**src/rtl/multicycle_shifter_if.sv**
```systemverilog
// Request/result handshake bundle for the iterative shifter.
// master = requester/consumer side, slave = the shifter unit.
interface multicycle_shifter_if #(
  parameter int N = 32
) ();
  localparam int SW = $clog2(N);

  logic          in_valid;
  logic          in_ready;
  logic [N-1:0]  in_data;
  logic [SW-1:0] in_shamt;
  logic [1:0]    in_op;
  logic          out_valid;
  logic          out_ready;
  logic [N-1:0]  out_data;
  logic          busy;

  modport master (
    output in_valid, in_data, in_shamt, in_op, out_ready,
    input  in_ready, out_valid, out_data, busy
  );

  modport slave (
    input  in_valid, in_data, in_shamt, in_op, out_ready,
    output in_ready, out_valid, out_data, busy
  );
endinterface

```
**src/rtl/multicycle_shifter.sv**
```systemverilog
// Iterative shifter: applies at most STEP bits of shift per clock until shamt is consumed.
// Optional rotate-right on op 11 when SHIFTER_ROTATE_EN is defined; otherwise op 11 acts as SRL.
module multicycle_shifter #(
  parameter int N    = 32,
  parameter int STEP = 8
) (
  input  logic                  clk,
  input  logic                  rst_n,
  multicycle_shifter_if.slave   io_bus
);
  localparam int SW = $clog2(N);
  localparam int KW = $clog2(STEP) + 1;

  localparam logic [1:0] OP_SLL = 2'b00;
  localparam logic [1:0] OP_SRL = 2'b01;
  localparam logic [1:0] OP_SRA = 2'b10;
  localparam logic [1:0] OP_ROR = 2'b11;

  typedef enum logic [1:0] {
    S_IDLE  = 2'd0,
    S_SHIFT = 2'd1,
    S_DONE  = 2'd2
  } state_t;

  state_t        r_state;
  state_t        w_state_next;
  logic [N-1:0]  r_operand;
  logic [SW-1:0] r_remaining;
  logic [1:0]    r_op;
  logic          r_sign;

  logic [KW-1:0] w_k;
  logic [SW-1:0] w_remaining_next;
  logic [N-1:0]  w_shifted;
  logic [1:0]    w_op_in;

  // One power-of-two slice of the shifter; SRA fills from the latched original sign bit.
  function automatic logic [N-1:0] shift_stage(
    input logic [N-1:0] v,
    input logic [1:0]   op,
    input logic         sign,
    input int           sh
  );
    logic [N-1:0] ones;
    ones = '1;
    case (op)
      OP_SLL:  return v << sh;
      OP_SRA:  return (v >> sh) | (sign ? ~(ones >> sh) : '0);
`ifdef SHIFTER_ROTATE_EN
      OP_ROR:  return (v >> sh) | (v << (N - sh));
`endif
      default: return v >> sh;
    endcase
  endfunction

  always_comb begin
    w_op_in = io_bus.in_op;
`ifndef SHIFTER_ROTATE_EN
    if (io_bus.in_op == OP_ROR) begin
      w_op_in = OP_SRL;
    end
`endif
  end

  // k = min(remaining, STEP)
  always_comb begin
    if (32'(r_remaining) < STEP) begin
      w_k = KW'(r_remaining);
    end else begin
      w_k = KW'(STEP);
    end
    w_remaining_next = r_remaining - SW'(w_k);
  end

  always_comb begin
    w_shifted = r_operand;
    for (int j = 0; j < KW; j++) begin
      if (w_k[j]) begin
        w_shifted = shift_stage(w_shifted, r_op, r_sign, 1 << j);
      end
    end
  end

  always_comb begin
    w_state_next = r_state;
    case (r_state)
      S_IDLE:  if (io_bus.in_valid)          w_state_next = S_SHIFT;
      S_SHIFT: if (w_remaining_next == '0)   w_state_next = S_DONE;
      S_DONE:  if (io_bus.out_ready)         w_state_next = S_IDLE;
      default:                               w_state_next = S_IDLE;
    endcase
  end

  always_comb begin
    io_bus.in_ready  = 1'b0;
    io_bus.out_valid = 1'b0;
    io_bus.out_data  = '0;
    io_bus.busy      = 1'b0;
    case (r_state)
      S_IDLE: begin
        io_bus.in_ready = 1'b1;
      end
      S_SHIFT: begin
        io_bus.busy = 1'b1;
      end
      S_DONE: begin
        io_bus.out_valid = 1'b1;
        io_bus.out_data  = r_operand;
        io_bus.busy      = 1'b1;
      end
      default: begin
        io_bus.in_ready = 1'b0;
      end
    endcase
  end

  always_ff @(posedge clk or negedge rst_n) begin
    if (!rst_n) begin
      r_state     <= S_IDLE;
      r_operand   <= '0;
      r_remaining <= '0;
      r_op        <= OP_SLL;
      r_sign      <= 1'b0;
    end else begin
      r_state <= w_state_next;
      case (r_state)
        S_IDLE: begin
          if (io_bus.in_valid) begin
            r_operand   <= io_bus.in_data;
            r_remaining <= io_bus.in_shamt;
            r_op        <= w_op_in;
            r_sign      <= io_bus.in_data[N-1];
          end
        end
        S_SHIFT: begin
          r_operand   <= w_shifted;
          r_remaining <= w_remaining_next;
        end
        default: begin
          r_remaining <= r_remaining;
        end
      endcase
    end
  end
endmodule
```
**src/flat_wrapper.sv**
```systemverilog
// flat-port wrapper written by rule: the top's interface ports become plain ports
module multicycle_shifter_flat 
#(
  parameter int N    = 32,
  parameter int STEP = 8
)
  (clk, rst_n, io_bus_in_valid, io_bus_in_data, io_bus_in_shamt, io_bus_in_op, io_bus_out_ready, io_bus_in_ready, io_bus_out_valid, io_bus_out_data, io_bus_busy);
  multicycle_shifter_if #(.N(N)) io_bus_i ();
  input  logic clk;
  input  logic rst_n;
  input wire logic [$bits(io_bus_i.in_valid)-1:0] io_bus_in_valid;
  input wire logic [$bits(io_bus_i.in_data)-1:0] io_bus_in_data;
  input wire logic [$bits(io_bus_i.in_shamt)-1:0] io_bus_in_shamt;
  input wire logic [$bits(io_bus_i.in_op)-1:0] io_bus_in_op;
  input wire logic [$bits(io_bus_i.out_ready)-1:0] io_bus_out_ready;
  output wire logic [$bits(io_bus_i.in_ready)-1:0] io_bus_in_ready;
  output wire logic [$bits(io_bus_i.out_valid)-1:0] io_bus_out_valid;
  output wire logic [$bits(io_bus_i.out_data)-1:0] io_bus_out_data;
  output wire logic [$bits(io_bus_i.busy)-1:0] io_bus_busy;
  assign io_bus_i.in_valid = io_bus_in_valid;
  assign io_bus_i.in_data = io_bus_in_data;
  assign io_bus_i.in_shamt = io_bus_in_shamt;
  assign io_bus_i.in_op = io_bus_in_op;
  assign io_bus_i.out_ready = io_bus_out_ready;
  assign io_bus_in_ready = io_bus_i.in_ready;
  assign io_bus_out_valid = io_bus_i.out_valid;
  assign io_bus_out_data = io_bus_i.out_data;
  assign io_bus_busy = io_bus_i.busy;
  multicycle_shifter #(.N(N), .STEP(STEP)) u_core (.clk(clk), .rst_n(rst_n), .io_bus(io_bus_i));
endmodule
```
**config.mk**
```make
export PLATFORM = sky130hd
export DESIGN_NAME = multicycle_shifter_flat
export DESIGN_NICKNAME = d
export VERILOG_FILES = /design/src/rtl/multicycle_shifter_if.sv /design/src/rtl/multicycle_shifter.sv /design/src/flat_wrapper.sv
export SDC_FILE = /design/constraint.sdc
export NUM_CORES = 1
export LEC_CHECK = 0
export CAP_MARGIN = 5
export CORE_UTILIZATION = 40
export DETAILED_ROUTE_END_ITERATION = 7
export GPL_ROUTABILITY_DRIVEN = 0
export PLACE_DENSITY = 0.67
export SYNTH_ARGS = -nofsm -noshare
export SYNTH_HDL_FRONTEND = slang
export SYNTH_SLANG_ARGS = --single-unit
```
**constraint.sdc**
```tcl
create_clock -name clk -period 7.1 [get_ports clk]
set_clock_uncertainty 0.15 [all_clocks]
set_input_delay 1.42 -clock clk [delete_from_list [all_inputs] [get_ports clk]]
set_output_delay 1.42 -clock clk [all_outputs]
set_load 0.02 [all_outputs]
```
==> tab_implementation.tex, run 1 <==
\begin{tabular}{lr}
\hline
Metric & Value \\
\hline
\multicolumn{2}{l}{\textbf{Global routing}} \\
\quad GRT Residual Overflow & 0 \\
\quad Maximum number of pins on one net before global-route repair & 86 \\
\quad Met3 layer usage reported by global route & 8.89\% \\
\quad Global route hottest layer & met2 \\
\quad Vias in the first global route & 6383 \\
\quad First-pass GRT wire length & 37300 um \\
\quad Gr usage total & 33.5\% \\
\quad Met2 usage & 48.0\% \\
\quad Met1 GRT Util & 46.2\% \\
\quad Antenna violations before repair & 0 \\
\multicolumn{2}{l}{\textbf{Placed design}} \\
\quad Post-placement worst setup slack & 2.45 ns \\
\quad Number of port buffers & 77 \\
\quad Final HPWL from detailed placement & 15400 um \\
\multicolumn{2}{l}{\textbf{Cells and area}} \\
\quad Ratio of cells with drive above 1 in the final layout & 6.94\% \\
\quad Final core utilization & 47.9\% \\
\quad Antenna diode count & 0 \\
\quad Final net count & 867 \\
\quad P\&R area growth vs syn & 15.4\% \\
\multicolumn{2}{l}{\textbf{Synth}} \\
\quad Synth Area in Compound Gates & 36.7\% \\
\quad Synth Area in XOR/XNOR & 0\% \\
\quad Library cells used by synthesis & 65 \\
\quad Share of the synthesized area in the top cell type & 19.0\% \\
\quad Cell types with the highest counts after synthesis & sky130\_fd\_sc\_hd\_\_nand2\_1 (126), sky130\_fd\_sc\_hd\_\_a21oi\_1 (77), sky130\_fd\_sc\_hd\_\_o21ai\_0 (75) \\
\quad Sequential fraction of the synthesis area & 19.0\% \\
\quad Total number of yosys warnings & 0 \\
\quad Post-synth EDFFs & 0 \\
\quad Fraction of synthesized area in multiplexers & 7.03\% \\
\quad Syn Area/Cell & 6.73 um\^{}2 \\
\quad Main area contributors after synthesis & sky130\_fd\_sc\_hd\_\_dfrtp\_1 (19\%), sky130\_fd\_sc\_hd\_\_nand2\_1 (8.5\%), sky130\_fd\_sc\_hd\_\_a21oi\_1 (7.0\%) \\
\quad Post-synthesis share of cell area spent on and, or, nand and nor gates & 28.5\% \\
\quad Net count after synthesis & 870 \\
\quad Main flop type after synthesis & sky130\_fd\_sc\_hd\_\_dfrtp\_1 \\
\quad Gate count after technology mapping & 823 \\
\quad Cell Area, Synth & 5540 um\^{}2 \\
\quad Asr flop ratio synth & 100\% \\
\quad Count leader, synth & sky130\_fd\_sc\_hd\_\_nand2\_1 \\
\quad Cell type with the highest aggregate area in the netlist & sky130\_fd\_sc\_hd\_\_dfrtp\_1 \\
\quad Post-synthesis share of cell area spent on full adders, half adders and majority gates & 0.904\% \\
\quad Register bit count reported by yosys & 42 \\
\quad Dominant combinational cell family by area after synthesis & compound AO/OA/AOI/OAI gates \\
\multicolumn{2}{l}{\textbf{Clock tree}} \\
\quad Clk sink count & 42 \\
\quad CTS clk-pin slew, worst paths & 0.08 ns \\
\quad Clock latency at the later pin of the worst-skew pair & 0.30 ns \\
\quad Maximum buffer depth of the clock tree & 2 \\
\quad Number of buffers created by CTS & 5 \\
\quad Clk Tree Root Cell & sky130\_fd\_sc\_hd\_\_clkbuf\_16 \\
\quad CTS H-Tree Depth & 2 \\
\quad Resize count post-CTS & 0 \\
\quad Number of buffers added to fix hold violations after cts & 0 \\
\quad TritonCTS clock tree & built \\
\quad Count of buffers added by post-CTS timing repair for setup & 0 \\
\multicolumn{2}{l}{\textbf{Die}} \\
\quad Die ar. & 14300 um\^{}2 \\
\quad Placement Rows & 42 \\
\quad Initial Utilization & 41.5\% \\
\quad Core ar. & 13300 um\^{}2 \\
\quad IO Pins & 78 \\
\quad Die boundary width & 120 um \\
\quad Die Height & 120 um \\
\multicolumn{2}{l}{\textbf{Timing}} \\
\quad Final critical path time including I/O delays and setup & 4.42 ns \\
\quad Final worst hold slack & 0.375 ns \\
\quad Highest attainable clock frequency & 226 MHz \\
\quad Final critical-path share of the clock period & 62.3\% \\
\quad Final setup viols & 0 \\
\quad Smallest setup slack after layout & 2.68 ns \\
\quad Max-slew violations & 0 \\
\quad Final hold viol count & 0 \\
\quad Transition time at the pin with the least slew margin & 1.22 ns \\
\quad Setup TNS & 0 ns \\
\quad Setup repair after global routing missed its margin & false \\
\quad Worst max-slew margin expressed relative to the limit & 18.2\% \\
\multicolumn{2}{l}{\textbf{Critical path}} \\
\quad Maximum fanout encountered on the critical timing path & 24 \\
\quad Critical Path Sink Type & register \\
\quad Delay contributed by the slowest stage of the critical path & 1.05 ns \\
\quad Cells along the critical path & clkdlybuf4s50\_1, nand2\_1, a21boi\_2, o21ai\_0, nor4\_1, o31ai\_1 \\
\quad Library cell contributing the largest single delay on the critical path & sky130\_fd\_sc\_hd\_\_a21boi\_2 \\
\quad Worst reg2reg path depth & 7 \\
\quad CP Class & in -> reg \\
\quad Worst endpoint data arrival time & 4.46 ns \\
\quad Launch instance of the worst register-to-register path & u\_core.r\_remaining[1] \\
\quad Endpoint required time on the critical path & 7.14 ns \\
\quad Sum of buffers and inverters on the critical path & 1 \\
\quad FF-to-FF setup slack & 3.30 ns \\
\quad CP delay by family, top & compound AO/OA/AOI/OAI gates \\
\quad Endpoint of the most critical register-to-register path & u\_core.r\_operand[8] \\
\quad Kind of start point of the critical path & primary input \\
\multicolumn{2}{l}{\textbf{Power and ir drop}} \\
\quad Leak Pwr & 2.37 nW \\
\quad Power per cell area & 591 nW/um\^{}2 \\
\quad Maximum ir drop on the vdd rail & 373 uV \\
\multicolumn{2}{l}{\textbf{Worst hold path}} \\
\quad Min-delay worst type & reg -> reg \\
\quad Hold path startpoint & u\_core.r\_state[1] \\
\quad Cell depth of the worst hold path & 1 \\
\quad Hold worst-path end & u\_core.r\_state[1] \\
\multicolumn{2}{l}{\textbf{Route}} \\
\quad Violation count after the first detailed-routing iteration & 1265 \\
\quad DRC violation count after routing & 0 \\
\quad Average wire length per cell after detail routing & 24.3 um \\
\quad TritonRoute pass-1 iters & 6 \\
\quad Residual antenna-violating net count after detailed routing & 0 \\
\quad Vias per inst & 7.02 \\
\quad Final routed wirelength across all metal layers & 24200 um \\
\quad Vias post-DR & 7003 \\
\multicolumn{2}{l}{\textbf{Status}} \\
\quad Status & completed \\
\multicolumn{2}{l}{\textbf{Job}} \\
\quad Number of max-capacitance violations reported & 0 \\
\hline
\end{tabular}
[layer usage]
metal  wire [um]  share of wire (%)  vias to the layer above
met5           0                  0                        -
met4        1160                4.8                        0
met3        3740                 15                      113
met2       10000                 41                      657
met1        9260                 38                     3189
li1            -                  -                     3044
[kinds of logic after synthesis]
| logic type | after synthesis |
|---|---|
| simple gates | 328 |
| other cells | 1 |
| fa+ha+maj | 4 |
| compound gates | 316 |
| mux | 26 |
| buf+inv | 106 |
| flops | 42 |
[state kept, by name, indices dropped and copies added (netlist names)]
register / cells
u_core.r_state: 2
u_core.r_op: 2
u_core.r_sign: 1
u_core.r_operand: 32
u_core.r_remaining: 5
[area by class of cell]
class | count | area [um^2]
fillers | 1422 | 6960
clock buffers | 8 | 166
well taps | 176 | 220
inverters | 9 | 33.8
multi-input cells | 675 | 4080
flip-flops and latches | 42 | 1050
repair buffers | 87 | 841
[worst register-to-register path: stages (launching register included)]
cell and delay (ns):
sky130_fd_sc_hd__dfrtp_1 0.70, sky130_fd_sc_hd__or3b_2 0.99, sky130_fd_sc_hd__buf_4 0.44, sky130_fd_sc_hd__mux4_1 0.61, sky130_fd_sc_hd__o2bb2ai_1 0.22, sky130_fd_sc_hd__or2_2 0.31, sky130_fd_sc_hd__o2111ai_1 0.13, sky130_fd_sc_hd__a21oi_1 0.13
[power by group]
group	internal (mW)	switching, mW	total [mW]
clock network	0.160	0.117	0.277
logic	0.981	1.72	2.71
registers	0.359	0.433	0.792
[cells in the final DEF (no fill, tap or decap), types with 9 or more instances in the layout]
master / n
sky130_fd_sc_hd__inv_1: 9
sky130_fd_sc_hd__mux2i_1: 13
sky130_fd_sc_hd__a31oi_1: 26
sky130_fd_sc_hd__nor2_1: 62
sky130_fd_sc_hd__a211oi_1: 22
sky130_fd_sc_hd__o21ai_0: 74
sky130_fd_sc_hd__and3_1: 15
sky130_fd_sc_hd__dfrtp_1: 42
sky130_fd_sc_hd__nand2_1: 126
sky130_fd_sc_hd__o211ai_1: 24
sky130_fd_sc_hd__clkdlybuf4s50_1: 76
sky130_fd_sc_hd__a21oi_1: 77
sky130_fd_sc_hd__nand3_1: 25
sky130_fd_sc_hd__o22ai_1: 14
sky130_fd_sc_hd__buf_4: 10
sky130_fd_sc_hd__and2_1: 35
sky130_fd_sc_hd__or3b_2: 9
sky130_fd_sc_hd__or3_1: 14
sky130_fd_sc_hd__nor3_1: 16
[stage by stage]
stage | instances | total power, mW | area [um^2]
5_1_grt | 997 | 3.96 | 6390
3_5_place_dp | 989 | 3.34 | 6220
3_3_place_gp | 989 | 3.34 | 6220
2_1_floorplan | 823 | 2.53 | 5540
4_1_cts | 997 | 3.62 | 6390
6_report | 997 | 3.77 | 6390
[how the worst max path moves through the flow]
stage	to	slack, ns	cells past startpoint	startpoint
floorplan	u_core.r_operand[1]	4.19	6	io_bus_in_valid
global placement	u_core.r_operand[19]	2.54	6	io_bus_in_valid
detailed placement	u_core.r_operand[19]	2.45	6	io_bus_in_valid
CTS	u_core.r_operand[19]	2.78	6	io_bus_in_valid
global route	u_core.r_operand[19]	2.47	6	io_bus_in_valid
finish	u_core.r_operand[19]	2.68	6	io_bus_in_valid
Power figures use the tool's default switching activity.
==> run 2, diff against run 1 <==
--- a/config.mk
+++ b/config.mk
@@ -9,7 +9,7 @@
 export CORE_UTILIZATION = 40
 export DETAILED_ROUTE_END_ITERATION = 7
 export GPL_ROUTABILITY_DRIVEN = 0
-export PLACE_DENSITY = 0.67
+export PLACE_DENSITY = 0.69
 export SYNTH_ARGS = -nofsm -noshare
 export SYNTH_HDL_FRONTEND = slang
 export SYNTH_SLANG_ARGS = --single-unit
==> constraint.sdc (replaced) <==
create_clock -name clk -period 3.95 [get_ports clk]
set_clock_uncertainty 0.15 [all_clocks]
set_input_delay 0.79 -clock clk [delete_from_list [all_inputs] [get_ports clk]]
set_output_delay 0.79 -clock clk [all_outputs]
set_load 0.02 [all_outputs]
==> tab_implementation.tex, run 2 (synthesis results as in run 1) <==
\begin{tabular}{lr}
\hline
Metric & Value \\
\hline
\multicolumn{2}{l}{\textbf{Route}} \\
\quad Final routed wirelength across all metal layers & 25000 um (was 24200 um) \\
\quad Vias per inst & 7.14 (was 7.02) \\
\quad Average wire length per cell after detail routing & 24.4 um (was 24.3 um) \\
\quad Residual antenna-violating net count after detailed routing & 0 (unchanged) \\
\quad Vias post-DR & 7300 (was 7003) \\
\quad DRC violation count after routing & 12 (was 0) \\
\quad Violation count after the first detailed-routing iteration & 1680 (was 1265) \\
\quad TritonRoute pass-1 iters & 8 (was 6) \\
\multicolumn{2}{l}{\textbf{Cells and area}} \\
\quad Final net count & 893 (was 867) \\
\quad Number of inserted filler cells in the final layout & 1348 (was 1422) \\
\quad Total area of multi-input combinational cells & 4080 um\^{}2 (unchanged) \\
\quad Ratio of cells with drive above 1 in the final layout & 9.46\% (was 6.94\%) \\
\quad Max FFs per register & 32 (unchanged) \\
\quad Register cell area after layout & 1050 um\^{}2 (unchanged) \\
\quad P\&R area growth vs syn & 18.5\% (was 15.4\%) \\
\quad Antenna diode count & 0 (unchanged) \\
\quad Most common cell after layout, fill and taps aside & sky130\_fd\_sc\_hd\_\_nand2\_1 (unchanged) \\
\quad Most frequent cells in the layout & sky130\_fd\_sc\_hd\_\_nand2\_1 (126), sky130\_fd\_sc\_hd\_\_a21oi\_1 (77), sky130\_fd\_sc\_hd\_\_clkdlybuf4s50\_1 (76) (unchanged) \\
\quad Registers with the most flip-flops & u\_core.r\_operand (32), u\_core.r\_remaining (5) (unchanged) \\
\quad Register with the most flip-flops & u\_core.r\_operand (unchanged) \\
\quad Post-route cell area & 6560 um\^{}2 (was 6390 um\^{}2) \\
\multicolumn{2}{l}{\textbf{Global routing}} \\
\quad Maximum number of pins on one net before global-route repair & 43 (was 86) \\
\quad Vias in the first global route & 6624 (was 6383) \\
\quad Antenna violations before repair & 0 (unchanged) \\
\quad GRT Residual Overflow & 0 (unchanged) \\
\quad Gr usage total & 34.5\% (was 33.5\%) \\
\quad First-pass GRT wire length & 38100 um (was 37300 um) \\
\multicolumn{2}{l}{\textbf{Critical path}} \\
\quad Worst Setup EP & io\_bus\_out\_data[19] (was u\_core.r\_operand[19]) \\
\quad FF-to-FF setup slack & 0.79 ns (was 3.30 ns) \\
\quad Critical Path Sink Type & output pin (was register) \\
\quad Worst setup path startpoint & u\_core.r\_state[0] (was io\_bus\_in\_valid) \\
\quad Worst endpoint data arrival time & 2.30 ns (was 4.46 ns) \\
\quad Endpoint required time on the critical path & 3.01 ns (was 7.14 ns) \\
\quad Endpoint of the most critical register-to-register path & u\_core.r\_operand[1] (was u\_core.r\_operand[8]) \\
\quad CP Class & reg -> out (was in -> reg) \\
\quad Worst reg2reg path depth & 7 (unchanged) \\
\quad Launch instance of the worst register-to-register path & u\_core.r\_remaining[4] (was u\_core.r\_remaining[1]) \\
\quad Kind of start point of the critical path & register (was primary input) \\
\quad Maximum fanout encountered on the critical timing path & 21 (was 24) \\
\multicolumn{2}{l}{\textbf{Timing}} \\
\quad Final setup viols & 0 (unchanged) \\
\quad Final hold viol count & 0 (unchanged) \\
\quad Worst max-slew margin expressed relative to the limit & 26.4\% (was 18.2\%) \\
\quad Final critical path time including I/O delays and setup & 3.24 ns \\
\quad Highest attainable clock frequency & 309 MHz \\
\quad Max-slew violations & 0 (unchanged) \\
\quad Setup TNS & 0 ns (unchanged) \\
\quad Transition time at the pin with the least slew margin & 1.10 ns (was 1.22 ns) \\
\quad Final critical-path share of the clock period & 81.9\% \\
\quad Setup repair after global routing missed its margin & false (unchanged) \\
\multicolumn{2}{l}{\textbf{Status}} \\
\quad Violations in the final reports & design-rule violations \\
\quad Status & finished, violations left (was completed) \\
\multicolumn{2}{l}{\textbf{Die}} \\
\quad Core ar. & 13300 um\^{}2 (unchanged) \\
\quad IO Pins & 78 (unchanged) \\
\quad Die Height & 120 um (unchanged) \\
\quad Placement Rows & 42 (unchanged) \\
\quad Initial Utilization & 41.5\% (unchanged) \\
\quad Die boundary width & 120 um (unchanged) \\
\quad Die ar. & 14300 um\^{}2 (unchanged) \\
\multicolumn{2}{l}{\textbf{Clock tree}} \\
\quad TritonCTS clock tree & built (unchanged) \\
\quad Count of buffers added by post-CTS timing repair for setup & 0 (unchanged) \\
\quad Maximum buffer depth of the clock tree & 2 (unchanged) \\
\quad Clock latency at the later pin of the worst-skew pair & 0.31 ns (was 0.30 ns) \\
\quad Number of buffers added to fix hold violations after cts & 0 (unchanged) \\
\quad CTS H-Tree Depth & 2 (unchanged) \\
\quad Clk sink count & 42 (unchanged) \\
\quad Resize count post-CTS & 0 (unchanged) \\
\quad Number of buffers created by CTS & 5 (unchanged) \\
\quad CTS clk-pin slew, worst paths & 0.07 ns (was 0.08 ns) \\
\quad Clk Tree Root Cell & sky130\_fd\_sc\_hd\_\_clkbuf\_16 (unchanged) \\
\multicolumn{2}{l}{\textbf{Placed design}} \\
\quad Number of port buffers & 77 (unchanged) \\
\quad Final HPWL from detailed placement & 16800 um (was 15400 um) \\
\quad Placed cell areas & 6430 um\^{}2 (was 6220 um\^{}2) \\
\multicolumn{2}{l}{\textbf{Power and ir drop}} \\
\quad Power per cell area & 1070 nW/um\^{}2 (was 591 nW/um\^{}2) \\
\quad Leak Pwr & 2.48 nW (was 2.37 nW) \\
\quad Maximum ir drop on the vdd rail & 525 uV (was 373 uV) \\
\multicolumn{2}{l}{\textbf{Worst hold path}} \\
\quad Min-delay worst type & in -> async (was reg -> reg) \\
\multicolumn{2}{l}{\textbf{Job}} \\
\quad Number of max-capacitance violations reported & 0 (unchanged) \\
\hline
\end{tabular}
==> run 2: cell count changes in the layout (fill, tap and decap cells not counted) <==
cell and change:
sky130_fd_sc_hd__buf_12 +1, sky130_fd_sc_hd__clkbuf_8 -3, sky130_fd_sc_hd__buf_4 +25, sky130_fd_sc_hd__clkbuf_1 +2
==> run 2: per-layer routing <==
metal	routed length [um]	GRT usage (%)	vias up
met3	4200	12.0	175
met4	1400	19.2	0
met5	0	0	-
met2	10300	48.6	754
met1	9090	45.6	3271
li1	-	-	3100
==> run 2: how the worst min path moves through the flow <==
stage / start / to / slack (ns) / cells after the start
final: rst_n / u_core.r_operand[12] / 0.33 / 1
after global routing: rst_n / u_core.r_operand[12] / 0.37 / 1
after CTS: rst_n / u_core.r_operand[12] / 0.34 / 1
after detailed placement: u_core.r_state[1] / u_core.r_state[1] / 0.36 / 1
after global placement: u_core.r_state[1] / u_core.r_state[1] / 0.36 / 1
after floorplan: rst_n / u_core.r_op[0] / 0.34 / 0
==> run 2: critical path, cell delays in order, from the launching register on <==
cell,delay [ns]
sky130_fd_sc_hd__dfrtp_1,0.38
sky130_fd_sc_hd__inv_1,0.09
sky130_fd_sc_hd__ha_1,0.42
sky130_fd_sc_hd__buf_4,0.31
sky130_fd_sc_hd__and2_1,0.18
sky130_fd_sc_hd__clkdlybuf4s50_1,0.60
==> run 2: metrics by stage <==
step	instances	setup WS [ns]	util [%]	hold slack, ns	power [mW]
after CTS	1022	0.695	49.2	0.345	6.67
after global placement	1015	0.895	48.2	0.362	6.23
after detailed placement	1015	0.931	48.2	0.364	6.21
after global routing	1022	0.595	49.2	0.367	7.29
final	1022	0.713	49.2	0.329	7.00
after floorplan	823	1.50	-	0.336	4.55
==> run 2: area by class of cell <==
class                   count  area share (%)
repair buffers            113            16.0
clock buffers               7            2.02
flip-flops and latches     42            16.0
multi-input cells         675            62.1
well taps                 176            3.36
inverters                   9           0.515
==> run 2: report_power, final <==
group / internal [mW] / switching, mW / total, mW
Sequential: 0.648 / 0.670 / 1.32
Combinational: 1.92 / 3.33 / 5.26
Clock: 0.232 / 0.191 / 0.424
Total: 2.80 / 4.19 / 7.00
==> run 3, diff against run 2 <==
==> constraint.sdc (replaced) <==
create_clock -name clk -period 2.7 [get_ports clk]
set_clock_uncertainty 0.15 [all_clocks]
set_input_delay 0.54 -clock clk [delete_from_list [all_inputs] [get_ports clk]]
set_output_delay 0.54 -clock clk [all_outputs]
set_load 0.02 [all_outputs]
==> tab_implementation.tex, run 3 (synthesis results as in run 1) <==
\begin{tabular}{lr}
\hline
Metric & Value \\
\hline
\multicolumn{2}{l}{\textbf{Clock tree}} \\
\quad TritonCTS clock tree & built (unchanged) \\
\quad Count of buffers added by post-CTS timing repair for setup & 0 (unchanged) \\
\quad Number of buffers created by CTS & 5 (unchanged) \\
\quad Clk Tree Root Cell & sky130\_fd\_sc\_hd\_\_clkbuf\_16 (unchanged) \\
\quad CTS H-Tree Depth & 2 (unchanged) \\
\quad CTS clk-pin slew, worst paths & 0.07 ns (about the same) \\
\quad Clk sink count & 42 (unchanged) \\
\quad Number of buffers added to fix hold violations after cts & 0 (unchanged) \\
\quad Maximum buffer depth of the clock tree & 2 (unchanged) \\
\quad Clock latency at the later pin of the worst-skew pair & 0.30 ns (was 0.31 ns) \\
\multicolumn{2}{l}{\textbf{Timing}} \\
\quad Final critical path time including I/O delays and setup & 2.67 ns \\
\quad Final worst hold slack & 0.135 ns (was 0.329 ns) \\
\quad Worst max-slew margin expressed relative to the limit & 25.2\% (was 26.4\%) \\
\quad Setup TNS & 0 ns (unchanged) \\
\quad Setup repair after global routing missed its margin & true (was false) \\
\quad Final critical-path share of the clock period & 98.7\% \\
\quad Transition time at the pin with the least slew margin & 1.12 ns (was 1.10 ns) \\
\quad Max-slew violations & 0 (unchanged) \\
\quad Final setup viols & 0 (unchanged) \\
\quad Highest attainable clock frequency & 375 MHz \\
\quad Final hold viol count & 0 (unchanged) \\
\multicolumn{2}{l}{\textbf{Cells and area}} \\
\quad Ratio of cells with drive above 1 in the final layout & 14.8\% (was 9.46\%) \\
\quad Final non-filler cell total & 1074 (was 1022) \\
\quad Register with the most flip-flops & u\_core.r\_operand (unchanged) \\
\quad Max FFs per register & 32 (unchanged) \\
\quad Antenna diode count & 0 (unchanged) \\
\quad Registers with the most flip-flops & u\_core.r\_operand (32), u\_core.r\_remaining (5) (unchanged) \\
\quad P\&R area growth vs syn & 28.8\% (was 18.5\%) \\
\quad Total area of multi-input combinational cells & 4090 um\^{}2 (was 4080 um\^{}2) \\
\quad Final core utilization & 53.4\% (was 49.2\%) \\
\quad Most common cell after layout, fill and taps aside & sky130\_fd\_sc\_hd\_\_nand2\_1 (unchanged) \\
\quad Register cell area after layout & 1050 um\^{}2 (unchanged) \\
\quad Number of inserted filler cells in the final layout & 1329 (was 1348) \\
\quad Post-route cell area & 7130 um\^{}2 (was 6560 um\^{}2) \\
\quad Final net count & 944 (was 893) \\
\quad Most frequent cells in the layout & sky130\_fd\_sc\_hd\_\_nand2\_1 (126), sky130\_fd\_sc\_hd\_\_buf\_4 (80), sky130\_fd\_sc\_hd\_\_a21oi\_1 (77) (was sky130\_fd\_sc\_hd\_\_nand2\_1 (126), sky130\_fd\_sc\_hd\_\_a21oi\_1 (77), sky130\_fd\_sc\_hd\_\_clkdlybuf4s50\_1 (76)) \\
\multicolumn{2}{l}{\textbf{Die}} \\
\quad Die Height & 120 um (unchanged) \\
\quad Initial Utilization & 41.5\% (unchanged) \\
\quad Die ar. & 14300 um\^{}2 (unchanged) \\
\quad IO Pins & 78 (unchanged) \\
\quad Core ar. & 13300 um\^{}2 (unchanged) \\
\quad Placement Rows & 42 (unchanged) \\
\quad Die boundary width & 120 um (unchanged) \\
\multicolumn{2}{l}{\textbf{Route}} \\
\quad Final routed wirelength across all metal layers & 25700 um (was 25000 um) \\
\quad Vias post-DR & 7547 (was 7300) \\
\quad TritonRoute pass-1 iters & 8 (unchanged) \\
\quad DRC violation count after routing & 37 (was 12) \\
\quad Vias per inst & 7.03 (was 7.14) \\
\quad Average wire length per cell after detail routing & 23.9 um (was 24.4 um) \\
\quad Violation count after the first detailed-routing iteration & 1464 (was 1680) \\
\quad Residual antenna-violating net count after detailed routing & 0 (unchanged) \\
\multicolumn{2}{l}{\textbf{Critical path}} \\
\quad Endpoint required time on the critical path & 2.75 ns (was 3.01 ns) \\
\quad Worst reg2reg path depth & 8 (was 7) \\
\quad Maximum fanout encountered on the critical timing path & 10 (was 21) \\
\quad Launch instance of the worst register-to-register path & u\_core.r\_state[1] (was u\_core.r\_remaining[4]) \\
\quad Kind of start point of the critical path & register (unchanged) \\
\quad Critical Path Sink Type & register (was output pin) \\
\quad Worst endpoint data arrival time & 2.72 ns (was 2.30 ns) \\
\quad CP Class & reg -> reg (was reg -> out) \\
\quad Endpoint of the most critical register-to-register path & u\_core.r\_operand[16] (was u\_core.r\_operand[1]) \\
\quad FF-to-FF setup slack & 0.03 ns (was 0.79 ns) \\
\multicolumn{2}{l}{\textbf{Global routing}} \\
\quad Gr usage total & 35.3\% (was 34.5\%) \\
\quad First-pass GRT wire length & 38900 um (was 38100 um) \\
\quad Vias in the first global route & 6706 (was 6624) \\
\quad GRT Residual Overflow & 0 (unchanged) \\
\quad Maximum number of pins on one net before global-route repair & 51 (was 43) \\
\quad Antenna violations before repair & 1 (was 0) \\
\multicolumn{2}{l}{\textbf{Status}} \\
\quad Violations in the final reports & design-rule violations (unchanged) \\
\quad Status & finished, violations left (unchanged) \\
\multicolumn{2}{l}{\textbf{Job}} \\
\quad Number of max-capacitance violations reported & 0 (unchanged) \\
\multicolumn{2}{l}{\textbf{Power and ir drop}} \\
\quad Maximum ir drop on the vdd rail & 921 uV (was 525 uV) \\
\quad Leak Pwr & 3.28 nW (was 2.48 nW) \\
\quad Power per cell area & 1560 nW/um\^{}2 (was 1070 nW/um\^{}2) \\
\multicolumn{2}{l}{\textbf{Worst hold path}} \\
\quad Min-delay worst type & in -> async (unchanged) \\
\multicolumn{2}{l}{\textbf{Placed design}} \\
\quad Total instance count after detailed placement & 1066 (was 1015) \\
\quad Final HPWL from detailed placement & 18000 um (was 16800 um) \\
\quad Number of port buffers & 77 (unchanged) \\
\quad Placed cell areas & 6880 um\^{}2 (was 6430 um\^{}2) \\
\hline
\end{tabular}
## run 3: routing by layer
layer  vias to the layer above  share of wire (%)  track usage, %
li1                       3206                  -               -
met2                       804                 39            50.0
met5                         -                  0               0
met1                      3340                 38            48.3
met3                       197                 17            10.8
met4                         0                6.4            17.3
## run 3: power breakdown
group          switching [mW]  total, mW  leakage, nW  internal, mW
clock network           0.290      0.729       0.0781         0.439
logic                    5.29       8.66         2.72          3.37
registers               0.763       1.72        0.485         0.953
total                    6.34       11.1         3.28          4.77
## run 3: what timing repair did
action / 4_1_cts / 5_1_grt
setup endpoints to repair: 1 / 28
pin swaps: 0 / 0
resized for setup: 1 / 33
## run 3: cell type report
cell class                 count  area share [%]
clock buffer                   7            1.86
clock inverter                 1           0.421
inverter                       9           0.474
multi-input combinational    675            57.4
sequential                    42            14.7
tap                          176            3.09
timing repair buffer         164            22.0
## run 3: critical path, cell delays in order (launching register included)
cell	delay, ns
sky130_fd_sc_hd__dfrtp_1	0.40
sky130_fd_sc_hd__inv_1	0.09
sky130_fd_sc_hd__ha_1	0.42
sky130_fd_sc_hd__nand2_1	0.21
sky130_fd_sc_hd__a21boi_2	0.25
sky130_fd_sc_hd__buf_4	0.19
sky130_fd_sc_hd__nor3_1	0.39
sky130_fd_sc_hd__o211ai_1	0.22
sky130_fd_sc_hd__o211ai_1	0.26
## run 3: worst max path at each step
stage / startpoint / end / depth (start not counted)
2_1_floorplan: u_core.r_state[0] / u_core.r_operand[1] / 9
3_3_place_gp: u_core.r_remaining[4] / u_core.r_operand[17] / 7
3_5_place_dp: u_core.r_remaining[4] / u_core.r_operand[17] / 7
4_1_cts: u_core.r_state[0] / io_bus_out_data[6] / 5
5_1_grt: u_core.r_state[0] / io_bus_out_data[23] / 5
6_report: u_core.r_state[1] / u_core.r_operand[16] / 8
## run 3: stage by stage
| step | total power, mW | setup slack [ns] |
|---|---|---|
| global placement | 9.80 | -0.100 |
| CTS | 10.6 | 0.0202 |
| global route | 11.5 | -0.00444 |
| detailed placement | 9.81 | -0.0749 |
| floorplan | 6.65 | 0.251 |
| finish | 11.1 | 0.0342 |
